==> config.mk <==
export PLATFORM = sky130hd
export DESIGN_NAME = multicycle_control_flat
export DESIGN_NICKNAME = d
export VERILOG_FILES = /design/src/rtl/multicycle_control_if.sv /design/src/rtl/multicycle_control.sv /design/src/flat_wrapper.sv
export SDC_FILE = /design/constraint.sdc
export NUM_CORES = 1
export LEC_CHECK = 0
export ABC_CLOCK_PERIOD_IN_PS = 1900
export CAP_MARGIN = 20
export CORE_MARGIN = 8
export CORE_UTILIZATION = 44
export DETAILED_ROUTE_END_ITERATION = 6
export GPL_TIMING_DRIVEN = 0
export PLACE_DENSITY = 0.74
export SLEW_MARGIN = 20
export SYNTH_ARGS = -nofsm -noshare
export SYNTH_HDL_FRONTEND = slang
export SYNTH_SLANG_ARGS = --single-unit
==> constraint.sdc <==
create_clock -name CLK -period 1.9 [get_ports CLK]
set_clock_uncertainty 0.05 [all_clocks]
set_input_delay 0.38 -clock CLK [delete_from_list [all_inputs] [get_ports CLK]]
set_output_delay 0.38 -clock CLK [all_outputs]
set_load 0.005 [all_outputs]
==> src/rtl/multicycle_control_if.sv <==
// Control bundle between the multi-cycle sequencer and the MIPS datapath.
// master = sequencer (drives enables/selects), slave = datapath/memory side.
interface multicycle_control_if #(
  parameter int CNT_WIDTH = 32
);
  logic [5:0]           opcode;
  logic                 Zero;
  logic                 MemReady;
  logic                 PCEn;
  logic                 IorD;
  logic                 MemRead;
  logic                 MemWrite;
  logic                 IRWrite;
  logic                 RegDst;
  logic                 MemtoReg;
  logic                 RegWrite;
  logic                 ALUSrcA;
  logic [1:0]           ALUSrcB;
  logic [1:0]           ALUOp;
  logic [1:0]           PCSource;
  logic                 Retire;
  logic [CNT_WIDTH-1:0] InstrCount;
  logic                 BusError;
  logic                 Halted;
  logic [3:0]           State;

  modport master (
    input  opcode, Zero, MemReady,
    output PCEn, IorD, MemRead, MemWrite, IRWrite, RegDst, MemtoReg, RegWrite,
           ALUSrcA, ALUSrcB, ALUOp, PCSource, Retire, InstrCount, BusError,
           Halted, State
  );

  modport slave (
    output opcode, Zero, MemReady,
    input  PCEn, IorD, MemRead, MemWrite, IRWrite, RegDst, MemtoReg, RegWrite,
           ALUSrcA, ALUSrcB, ALUOp, PCSource, Retire, InstrCount, BusError,
           Halted, State
  );
endinterface

==> src/rtl/multicycle_control.sv <==
// Moore sequencer for the multi-cycle MIPS datapath: fetch/decode/execute/mem/writeback,
// stalls on MemReady, halts on illegal opcode or memory timeout, counts retired instructions.
module multicycle_control #(
  parameter int MEM_TIMEOUT = 16,
  parameter int CNT_WIDTH   = 32
) (
  input  logic                  CLK,
  input  logic                  RESET,
  multicycle_control_if.master  bus
);

  typedef enum logic [3:0] {
    FETCH    = 4'd0,
    DECODE   = 4'd1,
    MEMADR   = 4'd2,
    MEMREAD  = 4'd3,
    MEMWB    = 4'd4,
    MEMWRITE = 4'd5,
    EXECUTE  = 4'd6,
    ALUWB    = 4'd7,
    BRANCH   = 4'd8,
    JUMP     = 4'd9,
    ADDIEX   = 4'd10,
    ADDIWB   = 4'd11,
    HALT     = 4'd15
  } state_t;

  localparam int TW = (MEM_TIMEOUT > 1) ? $clog2(MEM_TIMEOUT) : 1;
  localparam logic [TW-1:0] TMO_LAST = TW'(MEM_TIMEOUT - 1);

  state_t               r_state, w_next;
  logic [TW-1:0]        r_tmo_cnt;
  logic [CNT_WIDTH-1:0] r_instr_cnt;

  logic       w_pcen, w_iord, w_memread, w_memwrite, w_irwrite, w_regdst;
  logic       w_memtoreg, w_regwrite, w_alusrca, w_retire, w_buserr, w_halted;
  logic [1:0] w_alusrcb, w_aluop, w_pcsource;
  logic       w_mem_state, w_tmo_hit;

  assign w_mem_state = (r_state == FETCH) || (r_state == MEMREAD) || (r_state == MEMWRITE);
  assign w_tmo_hit   = (MEM_TIMEOUT != 0) && w_mem_state && !bus.MemReady &&
                       (r_tmo_cnt == TMO_LAST);

  always_ff @(posedge CLK) begin
    if (RESET) begin
      r_state     <= FETCH;
      r_tmo_cnt   <= '0;
      r_instr_cnt <= '0;
    end else begin
      r_state <= w_next;
      if (w_mem_state && !bus.MemReady && !w_tmo_hit)
        r_tmo_cnt <= r_tmo_cnt + 1'b1;
      else
        r_tmo_cnt <= '0;
      if (w_retire)
        r_instr_cnt <= r_instr_cnt + 1'b1;
    end
  end

  always_comb begin
    w_next     = r_state;
    w_pcen     = 1'b0;
    w_iord     = 1'b0;
    w_memread  = 1'b0;
    w_memwrite = 1'b0;
    w_irwrite  = 1'b0;
    w_regdst   = 1'b0;
    w_memtoreg = 1'b0;
    w_regwrite = 1'b0;
    w_alusrca  = 1'b0;
    w_alusrcb  = 2'b00;
    w_aluop    = 2'b00;
    w_pcsource = 2'b00;
    w_retire   = 1'b0;
    w_buserr   = 1'b0;
    w_halted   = 1'b0;
    case (r_state)
      FETCH: begin
        w_memread = 1'b1;
        w_alusrcb = 2'b01;
        w_irwrite = bus.MemReady;
        w_pcen    = bus.MemReady;
        if (bus.MemReady) w_next = DECODE;
      end
      DECODE: begin
        w_alusrcb = 2'b11;
        case (bus.opcode)
          6'd0:         w_next = EXECUTE;
          6'd35, 6'd43: w_next = MEMADR;
          6'd4, 6'd5:   w_next = BRANCH;
          6'd2:         w_next = JUMP;
          6'd8:         w_next = ADDIEX;
          default:      w_next = HALT;
        endcase
      end
      MEMADR: begin
        w_alusrca = 1'b1;
        w_alusrcb = 2'b10;
        w_next    = (bus.opcode == 6'd43) ? MEMWRITE : MEMREAD;
      end
      MEMREAD: begin
        w_memread = 1'b1;
        w_iord    = 1'b1;
        if (bus.MemReady) w_next = MEMWB;
      end
      MEMWB: begin
        w_memtoreg = 1'b1;
        w_regwrite = 1'b1;
        w_retire   = 1'b1;
        w_next     = FETCH;
      end
      MEMWRITE: begin
        w_memwrite = 1'b1;
        w_iord     = 1'b1;
        w_retire   = bus.MemReady;
        if (bus.MemReady) w_next = FETCH;
      end
      EXECUTE: begin
        w_alusrca = 1'b1;
        w_aluop   = 2'b10;
        w_next    = ALUWB;
      end
      ALUWB: begin
        w_regdst   = 1'b1;
        w_regwrite = 1'b1;
        w_retire   = 1'b1;
        w_next     = FETCH;
      end
      BRANCH: begin
        // bne (5) takes the branch on a nonzero difference, beq on zero
        w_alusrca  = 1'b1;
        w_aluop    = 2'b01;
        w_pcsource = 2'b01;
        w_retire   = 1'b1;
        w_pcen     = (bus.opcode == 6'd5) ? !bus.Zero : bus.Zero;
        w_next     = FETCH;
      end
      JUMP: begin
        w_pcsource = 2'b10;
        w_pcen     = 1'b1;
        w_retire   = 1'b1;
        w_next     = FETCH;
      end
      ADDIEX: begin
        w_alusrca = 1'b1;
        w_alusrcb = 2'b10;
        w_next    = ADDIWB;
      end
      ADDIWB: begin
        w_regwrite = 1'b1;
        w_retire   = 1'b1;
        w_next     = FETCH;
      end
      HALT: begin
        w_halted = 1'b1;
      end
      default: w_next = HALT;
    endcase
    // Timeout overrides the stall; a completing access in the same cycle never reaches here
    if (w_tmo_hit) begin
      w_buserr = 1'b1;
      w_next   = HALT;
    end
  end

  assign bus.PCEn       = !RESET && w_pcen;
  assign bus.IorD       = !RESET && w_iord;
  assign bus.MemRead    = !RESET && w_memread;
  assign bus.MemWrite   = !RESET && w_memwrite;
  assign bus.IRWrite    = !RESET && w_irwrite;
  assign bus.RegDst     = !RESET && w_regdst;
  assign bus.MemtoReg   = !RESET && w_memtoreg;
  assign bus.RegWrite   = !RESET && w_regwrite;
  assign bus.ALUSrcA    = !RESET && w_alusrca;
  assign bus.ALUSrcB    = RESET ? 2'b00 : w_alusrcb;
  assign bus.ALUOp      = RESET ? 2'b00 : w_aluop;
  assign bus.PCSource   = RESET ? 2'b00 : w_pcsource;
  assign bus.Retire     = !RESET && w_retire;
  assign bus.BusError   = !RESET && w_buserr;
  assign bus.Halted     = !RESET && w_halted;
  assign bus.InstrCount = RESET ? '0 : r_instr_cnt;
  assign bus.State      = RESET ? 4'd0 : 4'(r_state);

endmodule

==> src/flat_wrapper.sv <==
// flat-port wrapper written by rule: the top's interface ports become plain ports
module multicycle_control_flat 
#(
  parameter int MEM_TIMEOUT = 16,
  parameter int CNT_WIDTH   = 32
)
  (CLK, RESET, bus_opcode, bus_Zero, bus_MemReady, bus_PCEn, bus_IorD, bus_MemRead, bus_MemWrite, bus_IRWrite, bus_RegDst, bus_MemtoReg, bus_RegWrite, bus_ALUSrcA, bus_ALUSrcB, bus_ALUOp, bus_PCSource, bus_Retire, bus_InstrCount, bus_BusError, bus_Halted, bus_State);
  multicycle_control_if #(.CNT_WIDTH(CNT_WIDTH)) bus_i ();
  input  logic CLK;
  input  logic RESET;
  input wire logic [$bits(bus_i.opcode)-1:0] bus_opcode;
  input wire logic [$bits(bus_i.Zero)-1:0] bus_Zero;
  input wire logic [$bits(bus_i.MemReady)-1:0] bus_MemReady;
  output wire logic [$bits(bus_i.PCEn)-1:0] bus_PCEn;
  output wire logic [$bits(bus_i.IorD)-1:0] bus_IorD;
  output wire logic [$bits(bus_i.MemRead)-1:0] bus_MemRead;
  output wire logic [$bits(bus_i.MemWrite)-1:0] bus_MemWrite;
  output wire logic [$bits(bus_i.IRWrite)-1:0] bus_IRWrite;
  output wire logic [$bits(bus_i.RegDst)-1:0] bus_RegDst;
  output wire logic [$bits(bus_i.MemtoReg)-1:0] bus_MemtoReg;
  output wire logic [$bits(bus_i.RegWrite)-1:0] bus_RegWrite;
  output wire logic [$bits(bus_i.ALUSrcA)-1:0] bus_ALUSrcA;
  output wire logic [$bits(bus_i.ALUSrcB)-1:0] bus_ALUSrcB;
  output wire logic [$bits(bus_i.ALUOp)-1:0] bus_ALUOp;
  output wire logic [$bits(bus_i.PCSource)-1:0] bus_PCSource;
  output wire logic [$bits(bus_i.Retire)-1:0] bus_Retire;
  output wire logic [$bits(bus_i.InstrCount)-1:0] bus_InstrCount;
  output wire logic [$bits(bus_i.BusError)-1:0] bus_BusError;
  output wire logic [$bits(bus_i.Halted)-1:0] bus_Halted;
  output wire logic [$bits(bus_i.State)-1:0] bus_State;
  assign bus_i.opcode = bus_opcode;
  assign bus_i.Zero = bus_Zero;
  assign bus_i.MemReady = bus_MemReady;
  assign bus_PCEn = bus_i.PCEn;
  assign bus_IorD = bus_i.IorD;
  assign bus_MemRead = bus_i.MemRead;
  assign bus_MemWrite = bus_i.MemWrite;
  assign bus_IRWrite = bus_i.IRWrite;
  assign bus_RegDst = bus_i.RegDst;
  assign bus_MemtoReg = bus_i.MemtoReg;
  assign bus_RegWrite = bus_i.RegWrite;
  assign bus_ALUSrcA = bus_i.ALUSrcA;
  assign bus_ALUSrcB = bus_i.ALUSrcB;
  assign bus_ALUOp = bus_i.ALUOp;
  assign bus_PCSource = bus_i.PCSource;
  assign bus_Retire = bus_i.Retire;
  assign bus_InstrCount = bus_i.InstrCount;
  assign bus_BusError = bus_i.BusError;
  assign bus_Halted = bus_i.Halted;
  assign bus_State = bus_i.State;
  multicycle_control #(.MEM_TIMEOUT(MEM_TIMEOUT), .CNT_WIDTH(CNT_WIDTH)) u_core (.CLK(CLK), .RESET(RESET), .bus(bus_i));
endmodule
==> out/qor_table.md, run 1 <==
| Step | Metric | Value |
|:---|:---|:---|
| pwr | Part of the total power dissipated in combinational logic | 57.4% |
| logic synthesis | Syn avg cell area | 7.56 µm² |
| status | Run status | finished, violations left |
| cells and area | Share of post-route cells with drive strength above 1 | 32.5% |
| logic synthesis | Area share of the leading cell type in the synthesized netlist | 33.0% |
| clock network | Clock latency on the worst-skew pair | 0.29 ns |
| placed design | Placed cell areas | 0.00314 mm² |
| global route | Number of global-route vias before repair | 2,607 |
| detailed routing | Vias per cell | 5.54 |
| global route | Global-route congestion overflow total | 0 |
| global route | Antenna violations before repair | 0 |
| placed design | Half-perimeter wire length after placement | 4880 µm |
| clock network | Number of clock buffers inserted by TritonCTS | 5 |
| cells and area | Leading cell types in the layout, fill and taps excluded | nor2_1 (37), clkdlybuf4s50_1 (31), dfxtp_1 (29) |
| logic synthesis | Share of the synthesized area in compound gates (AO/OA/AOI/OAI) | 12.1% |
| worst setup path | Largest stage delay on the critical path | 0.50 ns |
| status | Failing checks | negative setup slack |
| floorplan | DIE WIDTH | 90.3 µm |
| detailed routing | DRT Pass-1 Iters | 4 |
| pwr | Internal power | 0.00222 W |
| floorplan | Effective utilization at floorplan | 44.9% |
| hold path | Class of the most critical hold timing path | register to register |
| pwr | Proportion of power drawn by the clock network | 15.0% |
| placed design | Global placer's final weighted congestion | 0.906 |
| floorplan | Die height | 90.3 µm |
| logic synthesis | Leading area contributor after synthesis | dfxtp_1 |
| timing | Final setup margin | -0.151 ns |
| detailed routing | Wire length per cell | 16.1 µm |
| clock network | TritonCTS clock tree | done |
| detailed routing | Final wirelength | 7980 µm |
| timing | Period minus WS final | 2.05 ns |
| logic synthesis | Mapped Nets | 333 |
| timing | Unrepaired setup endpoints after global routing | true |
| logic synthesis | Count of flip-flops with a built-in enable after synthesis | 0 |
| cells and area | Final standard cell area without fillers | 0.00392 mm² |
| logic synthesis | Multiplexer share of the synthesized area | 0% |
| logic synthesis | Netlist area before placement | 0.00243 mm² |
| timing | Final hold vios | 0 |
| pwr | Switching power summed over all nets | 0.00143 W |
| timing | Tightest slew margin relative to the limit | 58.1% |
| timing | Upper clock frequency limit | 488 MHz |
| worst setup path | Critical path's slowest cell | clkdlybuf4s50_1 |
| floorplan | Boundary Pins | 64 |
| logic synthesis | Largest family of logic cells by synthesized area | simple AND/OR/NAND/NOR gates |
| global route | First-pass GRT wire length | 12,100 µm |
| floorplan | Area enclosed by the die boundary | 0.00815 mm² |
| logic synthesis | Gate count of the mapped netlist | 321 |
| cells and area | Most common cell after layout, fill and taps aside | nor2_1 |
| worst setup path | Critical path, cell by cell | buf_6 > nor2_4 > and3_1 > clkdlybuf4s50_1 |
| logic synthesis | Yosys cell types | 40 |
| pwr | Sw frac | 39.1% |
| detailed routing | Routed Antenna Nets | 0 |
| timing | Final-report max-slew violation count | 0 |
| timing | Post-route fraction of the period consumed by the critical path | 108% |
| cells and area | Layout net count | 436 |
| logic synthesis | Number of warnings reported in the yosys synthesis log | 0 |
| global route | Largest net degree at the start of global routing | 12 |
| clock network | Maximum clock insertion buffer count | 2 |
| timing | Setup violations, final | 14 |
| detailed routing | Total via count after detailed routing | 2,748 |
| logic synthesis | Cells taking the most area after synthesis | dfxtp_1 (33%), nor2b_1 (8.3%), nor2_1 (6.5%) |
| worst setup path | WP buf/inv | 2 |
| timing | Slew at the pin closest to its max-slew limit | 0.628 ns |
| logic synthesis | Flip-flop cell with the highest count after synthesis | dfxtp_1 |
| logic synthesis | Fraction of synthesis flops using an asynchronous set or reset pin | 0% |
| logic synthesis | Sequential element share of the synthesized area | 33.0% |
| worst setup path | Cell family with most CP delay | buffers and inverters |
| cells and area | Filler instances | 376 |
| logic synthesis | Simple-gate portion of the synthesized area | 40.4% |
| pwr | Leakage | 1.54 nW |
| logic synthesis | Synth Area in Adders | 1.03% |
| global route | Total GRT Usage | 17.2% |
| worst setup path | Critical path type | register to output port |
| cells and area | Relative area change from synthesis to final layout | 61.5% |
| clock network | Clock sinks | 40 |
| detailed routing | Number of DRC violations after detailed routing | 0 |
| floorplan | Cell Rows | 27 |
| placed design | Port bufs | 62 |
| worst setup path | CP arrival | 1.62 ns |
| detailed routing | Iteration-0 DRC Markers | 169 |
| placed design | DP Worst Slack | -0.899 ns |
| worst setup path | Highest net fanout along the worst path | 6 |
| logic synthesis | Register bit count reported by yosys | 40 |
| job | Max Cap Viol | 0 |
| worst setup path | Worst reg2reg setup slack | -0.09 ns |
| pwr | Reg power frac | 27.6% |
| cells and area | Diode insertion count for antenna repair | 0 |
| worst setup path | Kind of start point of the critical path | register |
| worst setup path | Endpoint required time on the critical path | 1.47 ns |
| clock network | Count of H-tree levels built during CTS | 2 |
| pwr | Power Dens Cells | 933 mW/mm² |
| cells and area | Utilization of the core after routing | 72.5% |
| logic synthesis | XOR/XNOR share of the synthesized area | 9.03% |
| clock network | Clk slew on worst S/H paths | 0.08 ns |
| floorplan | Core Area | 0.00541 mm² |
| timing | Worst-case hold slack | 0.399 ns |
| clock network | Clock tree root driver cell | clkbuf_8 |
| pwr | Peak supply drop | 900 µV |
| worst setup path | Worst setup EP type | output port |
==> synth_stat cells (all sizes together) (4+ instances only) <==
library cell  instances
a32oi                 4
nor2                 42
o21ai                12
clkbuf               13
and3                  7
a21oi                16
dfxtp                40
and2                  6
inv                  11
nand3                19
nor3                 16
nand4                13
xnor2                11
xor2                 14
nor2b                32
or3                   9
nand2                23
nor4                  6
==> flip-flops by register name, indices dropped and copies added (netlist names) <==
| name | flops |
|---|---|
| u_core.r_instr_cnt | 32 |
| u_core.r_state | 4 |
| u_core.r_tmo_cnt | 4 |
==> power by group through the flow <==
stage	registers (W)	logic [W]	clock network, W
after global placement	0.000982	0.00114	0
after detailed placement	0.000984	0.00115	0
after global routing	0.00102	0.00223	0.000589
after CTS	0.000988	0.00169	0.000536
after floorplan	0.000969	0.000741	0
final	0.00101	0.00210	0.000548
==> per-layer routing <==
metal	vias to the layer above	GRT usage [%]	share of wire, %
li1	1337	-	-
met1	1309	20.3	40
met5	-	0	0
met2	90	30.1	53
met3	12	4.07	6.4
met4	0	4.85	1.3
==> path summary, 6_finish.rpt <==
kind,from,cells past startpoint,endpoint
worst max-delay path,u_core.r_state[3],4,bus_MemRead
worst min register to register,u_core.r_tmo_cnt[0],1,u_core.r_tmo_cnt[0]
worst min-delay path,u_core.r_tmo_cnt[0],1,u_core.r_tmo_cnt[0]
worst max register to register,u_core.r_state[3],9,u_core.r_instr_cnt[18]
==> stage by stage <==
stage / total power (W) / TNS [ns] / std cells
2_1_floorplan: 0.00171 / 0 / 321
3_3_place_gp: 0.00212 / -30.14 / 455
3_5_place_dp: 0.00214 / -34.25 / 455
4_1_cts: 0.00321 / -0.870 / 486
5_1_grt: 0.00384 / -2.25 / 496
6_report: 0.00365 / -0.765 / 496
==> worst reg2reg max path: stages (launching register included) <==
cell and delay (ns):
dfxtp_2 0.33, buf_6 0.13, nor4b_4 0.06, buf_4 0.15, buf_6 0.11, nor4_4 0.18, buf_6 0.17, nand4_1 0.21
or3_4 0.40, a21oi_2 0.13
==> cell families (layout without fill, tap and decap cells) <==
logic type	count (synthesis)	in the layout
flip-flops	40	40
AND/OR/NAND/NOR	180	180
buffers and inverters	27	130
AO/OA/AOI/OAI	47	47
adder cells (fa/ha/maj)	2	2
XOR/XNOR	25	25
==> area by class of cell <==
type / count / area (µm²) / share of cell area, %
Timing Repair Buffer: 98 / 883 / 22.5
Multi-Input combinational cell: 254 / 1840 / 46.9
Inverter: 11 / 53.8 / 1.37
Tap cell: 72 / 90.1 / 2.30
Clock inverter: 1 / 5.00 / 0.128
Sequential cell: 40 / 825 / 21.0
Clock buffer: 6 / 72.6 / 1.85
Buffer: 14 / 153 / 3.90
==> repair_timing <==
| item | 4_1_cts | 5_1_grt |
|---|---|---|
| endpoints found under the setup margin | 84 | 63 |
| hold buffers | 0 | 0 |
| pin swaps | 20 | 29 |
| gates cloned | 0 | 0 |
| buffers inserted | 25 | 13 |
| resized for setup | 146 | 79 |
Power figures use the tool's default switching activity.
==> run 2, diff against run 1 <==
==> constraint.sdc (replaced) <==
create_clock -name CLK -period 1.9 [get_ports CLK]
set_clock_uncertainty 0.05 [all_clocks]
set_input_delay 0.19 -clock CLK [delete_from_list [all_inputs] [get_ports CLK]]
set_output_delay 0.19 -clock CLK [all_outputs]
set_load 0.005 [all_outputs]
==> out/qor_table.md, run 2 (synthesis results as in run 1) <==
| Step | Metric | Value | Change |
|:---|:---|:---|:---|
| status | Run status | finished, violations left | unchanged |
| status | Failing checks | negative setup slack | unchanged |
| worst setup path | Endpoint required time on the critical path | 1.66 ns | was 1.47 ns |
| global route | Largest net degree at the start of global routing | 12 | unchanged |
| timing | Final-report max-slew violation count | 0 | unchanged |
| worst setup path | Largest stage delay on the critical path | 0.51 ns | was 0.50 ns |
| detailed routing | Total via count after detailed routing | 2,639 | was 2,748 |
| floorplan | Area enclosed by the die boundary | 0.00815 mm² | unchanged |
| cells and area | Reg with most FFs | u_core.r_instr_cnt | unchanged |
| clock network | Maximum clock insertion buffer count | 2 | unchanged |
| job | Max Cap Viol | 0 | unchanged |
| pwr | Power Dens Cells | 862 mW/mm² | was 933 mW/mm² |
| worst setup path | Worst setup EP type | output port | unchanged |
| cells and area | Most common cell after layout, fill and taps aside | clkdlybuf4s50_1 | was nor2_1 |
| global route | Global-route congestion overflow total | 0 | unchanged |
| detailed routing | Wire length per cell | 15.0 µm | was 16.1 µm |
| worst setup path | Highest net fanout along the worst path | 6 | unchanged |
| worst setup path | CP arrival | 1.88 ns | was 1.62 ns |
| floorplan | DIE WIDTH | 90.3 µm | unchanged |
| clock network | Clock latency on the worst-skew pair | 0.29 ns | about the same |
| worst setup path | Worst setup path start | u_core.r_state[0] | was u_core.r_state[3] |
| floorplan | Boundary Pins | 64 | unchanged |
| worst setup path | Worst reg2reg setup slack | -0.06 ns | was -0.09 ns |
| detailed routing | Routed Antenna Nets | 0 | unchanged |
| cells and area | Share of post-route cells with drive strength above 1 | 24.0% | was 32.5% |
| worst setup path | Critical path type | register to output port | unchanged |
| clock network | Clk slew on worst S/H paths | 0.08 ns | about the same |
| cells and area | Utilization of the core after routing | 69.0% | was 72.5% |
| timing | Post-route fraction of the period consumed by the critical path | 112% | was 108% |
| timing | Slew at the pin closest to its max-slew limit | 0.564 ns | was 0.628 ns |
| worst setup path | Depth of the worst register-to-register path | 7 | was 9 |
| global route | Number of global-route vias before repair | 2,424 | was 2,607 |
| clock network | Count of H-tree levels built during CTS | 2 | unchanged |
| worst setup path | Critical path, cell by cell | xnor2_1 > a31oi_1 > nor2_1 > clkdlybuf4s50_1 | was buf_6 > nor2_4 > and3_1 > clkdlybuf4s50_1 |
| detailed routing | Vias per cell | 5.41 | was 5.54 |
| worst setup path | Critical path's slowest cell | clkdlybuf4s50_1 | unchanged |
| clock network | Clock sinks | 40 | unchanged |
| detailed routing | Iteration-0 DRC Markers | 118 | was 169 |
| detailed routing | Final wirelength | 7300 µm | was 7980 µm |
| pwr | Leakage | 1.56 nW | was 1.54 nW |
| timing | Setup total negative slack | -0.613 ns | was -0.765 ns |
| hold path | Class of the most critical hold timing path | input port to register | was register to register |
| timing | Tightest slew margin relative to the limit | 62.4% | was 58.1% |
| clock network | Count of hold buffers inserted by post-cts repair | 0 | unchanged |
| timing | Worst-case hold slack | 0.322 ns | was 0.399 ns |
| timing | Upper clock frequency limit | 472 MHz | was 488 MHz |
| global route | First-pass GRT wire length | 11,300 µm | was 12,100 µm |
| cells and area | Largest register FFs | 32 | unchanged |
| cells and area | Diode insertion count for antenna repair | 0 | unchanged |
| placed design | Port bufs | 62 | unchanged |
| worst setup path | RR Endpoint | u_core.r_instr_cnt[18] | unchanged |
| timing | Period minus WS final | 2.12 ns | was 2.05 ns |
| floorplan | Effective utilization at floorplan | 44.9% | unchanged |
| worst setup path | Kind of start point of the critical path | register | unchanged |
| timing | Unrepaired setup endpoints after global routing | true | unchanged |
| floorplan | Die height | 90.3 µm | unchanged |
| worst setup path | Worst setup path endpoint | bus_RegWrite | was bus_MemRead |
| clock network | Clock tree root driver cell | clkbuf_8 | unchanged |
| detailed routing | DRT Pass-1 Iters | 4 | unchanged |
| clock network | Number of clock buffers inserted by TritonCTS | 5 | unchanged |
| clock network | TritonCTS clock tree | done | unchanged |
| global route | Total GRT Usage | 15.9% | was 17.2% |
| timing | Final hold vios | 0 | unchanged |
| cells and area | Leading cell types in the layout, fill and taps excluded | clkdlybuf4s50_1 (38), nor2_1 (36), nor2b_1 (30) | was nor2_1 (37), clkdlybuf4s50_1 (31), dfxtp_1 (29) |
| timing | Final setup margin | -0.220 ns | was -0.151 ns |
| pwr | Peak supply drop | 828 µV | was 900 µV |
| detailed routing | Number of DRC violations after detailed routing | 0 | unchanged |
| timing | Setup violations, final | 8 | was 14 |
| placed design | Half-perimeter wire length after placement | 4880 µm | unchanged |
| global route | Antenna violations before repair | 0 | unchanged |
| floorplan | Core Area | 0.00541 mm² | unchanged |
| floorplan | Cell Rows | 27 | unchanged |
| cells and area | Leading registers by flop count | u_core.r_instr_cnt (32), u_core.r_state (4), u_core.r_tmo_cnt (4) | unchanged |
| placed design | Global placer's final weighted congestion | 0.906 | unchanged |
| worst setup path | Reg-to-reg startpoint | u_core.r_state[0] | was u_core.r_state[3] |
| cells and area | Layout net count | 428 | was 436 |
| cells and area | Relative area change from synthesis to final layout | 53.6% | was 61.5% |
| cells and area | Filler instances | 431 | was 376 |
run 2: area by class of cell:
class	count	area, µm²	area share (%)
buffer	14	106	2.85
clock inverter	1	5.00	0.134
inverter	11	43.8	1.17
clock buffer	6	72.6	1.95
multi-input combinational	254	1720	46.1
tap	72	90.1	2.42
timing repair buffer	90	855	22.9
sequential	40	836	22.4
run 2: layer usage:
| metal | track usage, % | part of all wire (%) | wire length (µm) | up-vias |
|---|---|---|---|---|
| met4 | 3.05 | 0.99 | 72 | 0 |
| met2 | 28.3 | 52 | 3780 | 74 |
| met1 | 18.9 | 42 | 3050 | 1255 |
| li1 | - | - | - | 1304 |
| met5 | 0 | 0 | 0 | - |
| met3 | 3.91 | 5.5 | 404 | 6 |
run 2: per-stage QoR:
step           cells  worst slack (ns)  total power (W)  cell area [µm²]
2_1_floorplan    321            0.0328          0.00171             2430
3_3_place_gp     455            -0.537          0.00212             3140
3_5_place_dp     455            -0.519          0.00214             3140
4_1_cts          474            -0.107          0.00291             3450
5_1_grt          488            -0.274          0.00339             3730
6_report         488            -0.220          0.00321             3730
run 2: worst min path at each step:
| stage | slack [ns] | endpoint | cells after the start | start |
|---|---|---|---|---|
| after floorplan | 0.37 | u_core.r_tmo_cnt[0] | 1 | u_core.r_tmo_cnt[0] |
| after global placement | 0.38 | u_core.r_tmo_cnt[0] | 1 | u_core.r_tmo_cnt[0] |
| after detailed placement | 0.39 | u_core.r_tmo_cnt[0] | 1 | u_core.r_tmo_cnt[0] |
| after CTS | 0.33 | u_core.r_tmo_cnt[0] | 4 | RESET |
| after global routing | 0.36 | u_core.r_state[3] | 3 | RESET |
| final | 0.32 | u_core.r_tmo_cnt[0] | 4 | RESET |
run 2: what timing repair did:
item | CTS | global route
setup endpoints to repair | 54 | 36
gates resized for setup | 65 | 53
pin swaps | 11 | 16
buffers inserted | 14 | 14
run 2: power breakdown:
part	internal, W	total, W	switching (W)
combinational	0.000807	0.00163	0.000819
clock	0.000250	0.000542	0.000292
sequential	0.000921	0.00104	0.000123
run 2: worst max-delay path: cells and delay by family, from the launching register on:
kind	cells	cell delay (ns)
buf+inv	1	0.51
xor+xnor	1	0.41
flops	1	0.37
compound gates	1	0.16
simple gates	1	0.13
==> run 3, diff against run 2 <==
--- a/config.mk
+++ b/config.mk
@@ -8,10 +8,11 @@
 export ABC_CLOCK_PERIOD_IN_PS = 1900
 export CAP_MARGIN = 20
 export CORE_MARGIN = 8
-export CORE_UTILIZATION = 44
+export CORE_UTILIZATION = 46
+export CTS_BUF_LIST = sky130_fd_sc_hd__clkbuf_8
 export DETAILED_ROUTE_END_ITERATION = 6
 export GPL_TIMING_DRIVEN = 0
-export PLACE_DENSITY = 0.74
+export PLACE_DENSITY = 0.77
 export SLEW_MARGIN = 20
 export SYNTH_ARGS = -nofsm -noshare
 export SYNTH_HDL_FRONTEND = slang
==> out/qor_table.md, run 3 (synthesis results as in run 1) <==
| Step | Metric | Value | Change |
|:---|:---|:---|:---|
| detailed routing | Final wirelength | 7800 µm | was 7300 µm |
| floorplan | Die height | 88.6 µm | was 90.3 µm |
| cells and area | Final standard cell area without fillers | 0.00371 mm² | was 0.00373 mm² |
| timing | Setup violations, final | 3 | was 8 |
| global route | Global-route congestion overflow total | 0 | unchanged |
| worst setup path | Worst setup path start | u_core.r_state[2] | was u_core.r_state[0] |
| cells and area | Leading cell types in the layout, fill and taps excluded | nor2_1 (39), clkdlybuf4s50_1 (38), nor2b_1 (30), dfxtp_1 (30), buf_4 (24) | was clkdlybuf4s50_1 (38), nor2_1 (36), nor2b_1 (30) |
| global route | First-pass GRT wire length | 11,800 µm | was 11,300 µm |
| status | Failing checks | negative setup slack | unchanged |
| clock network | Clock latency on the worst-skew pair | 0.30 ns | was 0.29 ns |
| worst setup path | CP arrival | 2.06 ns | was 1.88 ns |
| clock network | Clk slew on worst S/H paths | 0.08 ns | about the same |
| cells and area | Share of post-route cells with drive strength above 1 | 21.4% | was 24.0% |
| timing | Unrepaired setup endpoints after global routing | true | unchanged |
| clock network | TritonCTS clock tree | done | unchanged |
| detailed routing | Vias per cell | 5.59 | was 5.41 |
| timing | Final-report max-slew violation count | 0 | unchanged |
| timing | Slew at the pin closest to its max-slew limit | 0.545 ns | was 0.564 ns |
| global route | Antenna violations before repair | 0 | unchanged |
| worst setup path | Highest net fanout along the worst path | 6 | unchanged |
| worst setup path | Critical path's slowest cell | or4_4 | was clkdlybuf4s50_1 |
| cells and area | Filler instances | 378 | was 431 |
| worst setup path | Cell family with most CP delay | simple AND/OR/NAND/NOR gates | was buffers and inverters |
| cells and area | Largest register FFs | 32 | unchanged |
| worst setup path | Worst setup EP type | register | was output port |
| job | Max Cap Viol | 0 | unchanged |
| worst setup path | Largest stage delay on the critical path | 0.56 ns | was 0.51 ns |
| detailed routing | Iteration-0 DRC Markers | 156 | was 118 |
| worst setup path | Endpoint required time on the critical path | 2.03 ns | was 1.66 ns |
| clock network | Count of H-tree levels built during CTS | 2 | unchanged |
| floorplan | Cell Rows | 26 | was 27 |
| timing | Post-route fraction of the period consumed by the critical path | 102% | was 112% |
| worst setup path | WP buf/inv | 1 | unchanged |
| clock network | Number of clock buffers inserted by TritonCTS | 5 | unchanged |
| worst setup path | Critical path, cell by cell | and2_4 > or4_4 > buf_6 > nor4_4 > xnor2_1 > nor2_1 | was xnor2_1 > a31oi_1 > nor2_1 > clkdlybuf4s50_1 |
| floorplan | Boundary Pins | 64 | unchanged |
| worst setup path | Kind of start point of the critical path | register | unchanged |
| placed design | Global placer's final weighted congestion | 0.907 | was 0.906 |
| clock network | Maximum clock insertion buffer count | 2 | unchanged |
| timing | Upper clock frequency limit | 518 MHz | was 472 MHz |
| clock network | Count of hold buffers inserted by post-cts repair | 0 | unchanged |
| detailed routing | Number of DRC violations after detailed routing | 0 | unchanged |
| detailed routing | Total via count after detailed routing | 2,713 | was 2,639 |
| cells and area | Area of all sequential standard cells | 826 µm² | was 836 µm² |
| timing | Tightest slew margin relative to the limit | 63.7% | was 62.4% |
| clock network | Clock tree root driver cell | clkbuf_8 | unchanged |
| cells and area | Leading registers by flop count | u_core.r_instr_cnt (32), u_core.r_state (4), u_core.r_tmo_cnt (4) | unchanged |
| worst setup path | Reg-to-reg startpoint | u_core.r_state[2] | was u_core.r_state[0] |
| pwr | Peak supply drop | 711 µV | was 828 µV |
| floorplan | Area enclosed by the die boundary | 0.00785 mm² | was 0.00815 mm² |
| floorplan | Effective utilization at floorplan | 47.5% | was 44.9% |
| hold path | Class of the most critical hold timing path | input port to register | unchanged |
| pwr | Power Dens Cells | 941 mW/mm² | was 862 mW/mm² |
| clock network | Clock sinks | 40 | unchanged |
| global route | Total GRT Usage | 18.8% | was 15.9% |
| timing | Final hold vios | 0 | unchanged |
| cells and area | Footprint of the multi-input gates | 0.00172 mm² | about the same |
| detailed routing | DRT Pass-1 Iters | 4 | unchanged |
| placed design | Placed cell areas | 0.00313 mm² | was 0.00314 mm² |
| timing | Period minus WS final | 1.93 ns | was 2.12 ns |
| detailed routing | Wire length per cell | 16.1 µm | was 15.0 µm |
| status | Run status | finished, violations left | unchanged |
| global route | Largest net degree at the start of global routing | 13 | was 12 |
| cells and area | Layout net count | 426 | was 428 |
| detailed routing | Routed Antenna Nets | 0 | unchanged |
| cells and area | Most common cell after layout, fill and taps aside | nor2_1 | was clkdlybuf4s50_1 |
| pwr | Leakage | 1.49 nW | was 1.56 nW |
| placed design | Half-perimeter wire length after placement | 5000 µm | was 4880 µm |
| global route | Number of global-route vias before repair | 2,602 | was 2,424 |
| timing | Final setup margin | -0.0290 ns | was -0.220 ns |
| cells and area | Reg with most FFs | u_core.r_instr_cnt | unchanged |
| placed design | Port bufs | 62 | unchanged |
| cells and area | Relative area change from synthesis to final layout | 52.8% | was 53.6% |
| cells and area | Utilization of the core after routing | 72.6% | was 69.0% |
| floorplan | Core Area | 0.00511 mm² | was 0.00541 mm² |
| cells and area | Diode insertion count for antenna repair | 0 | unchanged |
| worst setup path | Critical path type | register to register | was register to output port |
| floorplan | DIE WIDTH | 88.6 µm | was 90.3 µm |
| hold path | Worst hold path startpoint | RESET | unchanged |
## run 3: cell type report
cell class	instances	share of cell area, %
buffer	14	3.04
inverter	11	1.18
tap	70	2.36
timing repair buffer	88	21.8
clock inverter	3	1.05
clock buffer	5	1.86
multi-input combinational	254	46.4
sequential	40	22.3
## run 3: power breakdown
part	switching, W	internal (W)
clock	0.000322	0.000385
sequential	0.000120	0.000922
combinational	0.000887	0.000854
## run 3: metal layers
| layer | track usage [%] | wire length (µm) |
|---|---|---|
| met3 | 3.81 | 391 |
| met5 | 0 | 0 |
| met2 | 34.8 | 3990 |
| met1 | 20.5 | 3300 |
| met4 | 6.45 | 120 |
## run 3: worst paths after layout
check | endpoint | slack (ns) | cells past startpoint
max | u_core.r_instr_cnt[9] | -0.03 | 6
min | u_core.r_tmo_cnt[0] | 0.31 | 4
max reg2reg | u_core.r_instr_cnt[9] | -0.03 | 6
min reg2reg | u_core.r_tmo_cnt[0] | 0.41 | 1
## run 3: worst reg2reg max path, delay by kind of cell, from the launching register on
| kind | cells | cell delay, ns |
|---|---|---|
| flip-flops | 1 | 0.38 |
| XOR/XNOR | 1 | 0.16 |
| AND/OR/NAND/NOR | 4 | 1.06 |
| buffers and inverters | 1 | 0.16 |
## run 3: through the flow
| stage | hold slack (ns) | cells | power, W | worst slack [ns] | TNS [ns] |
|---|---|---|---|---|---|
| finish | 0.309 | 485 | 0.00349 | -0.0290 | -0.0630 |
| floorplan | 0.368 | 321 | 0.00171 | 0.0328 | 0 |
| detailed placement | 0.393 | 453 | 0.00214 | -0.604 | -10.89 |
| global placement | 0.385 | 453 | 0.00212 | -0.551 | -9.87 |
| CTS | 0.296 | 480 | 0.00337 | -0.0586 | -0.115 |
| global route | 0.332 | 485 | 0.00363 | -0.0985 | -0.586 |
## run 3: repair_timing
| action | in CTS | in global routing |
|---|---|---|
| endpoints found under the setup margin | 54 | 20 |
| resized for setup | 80 | 26 |
| pin swaps | 16 | 13 |
| setup buffers | 21 | 6 |
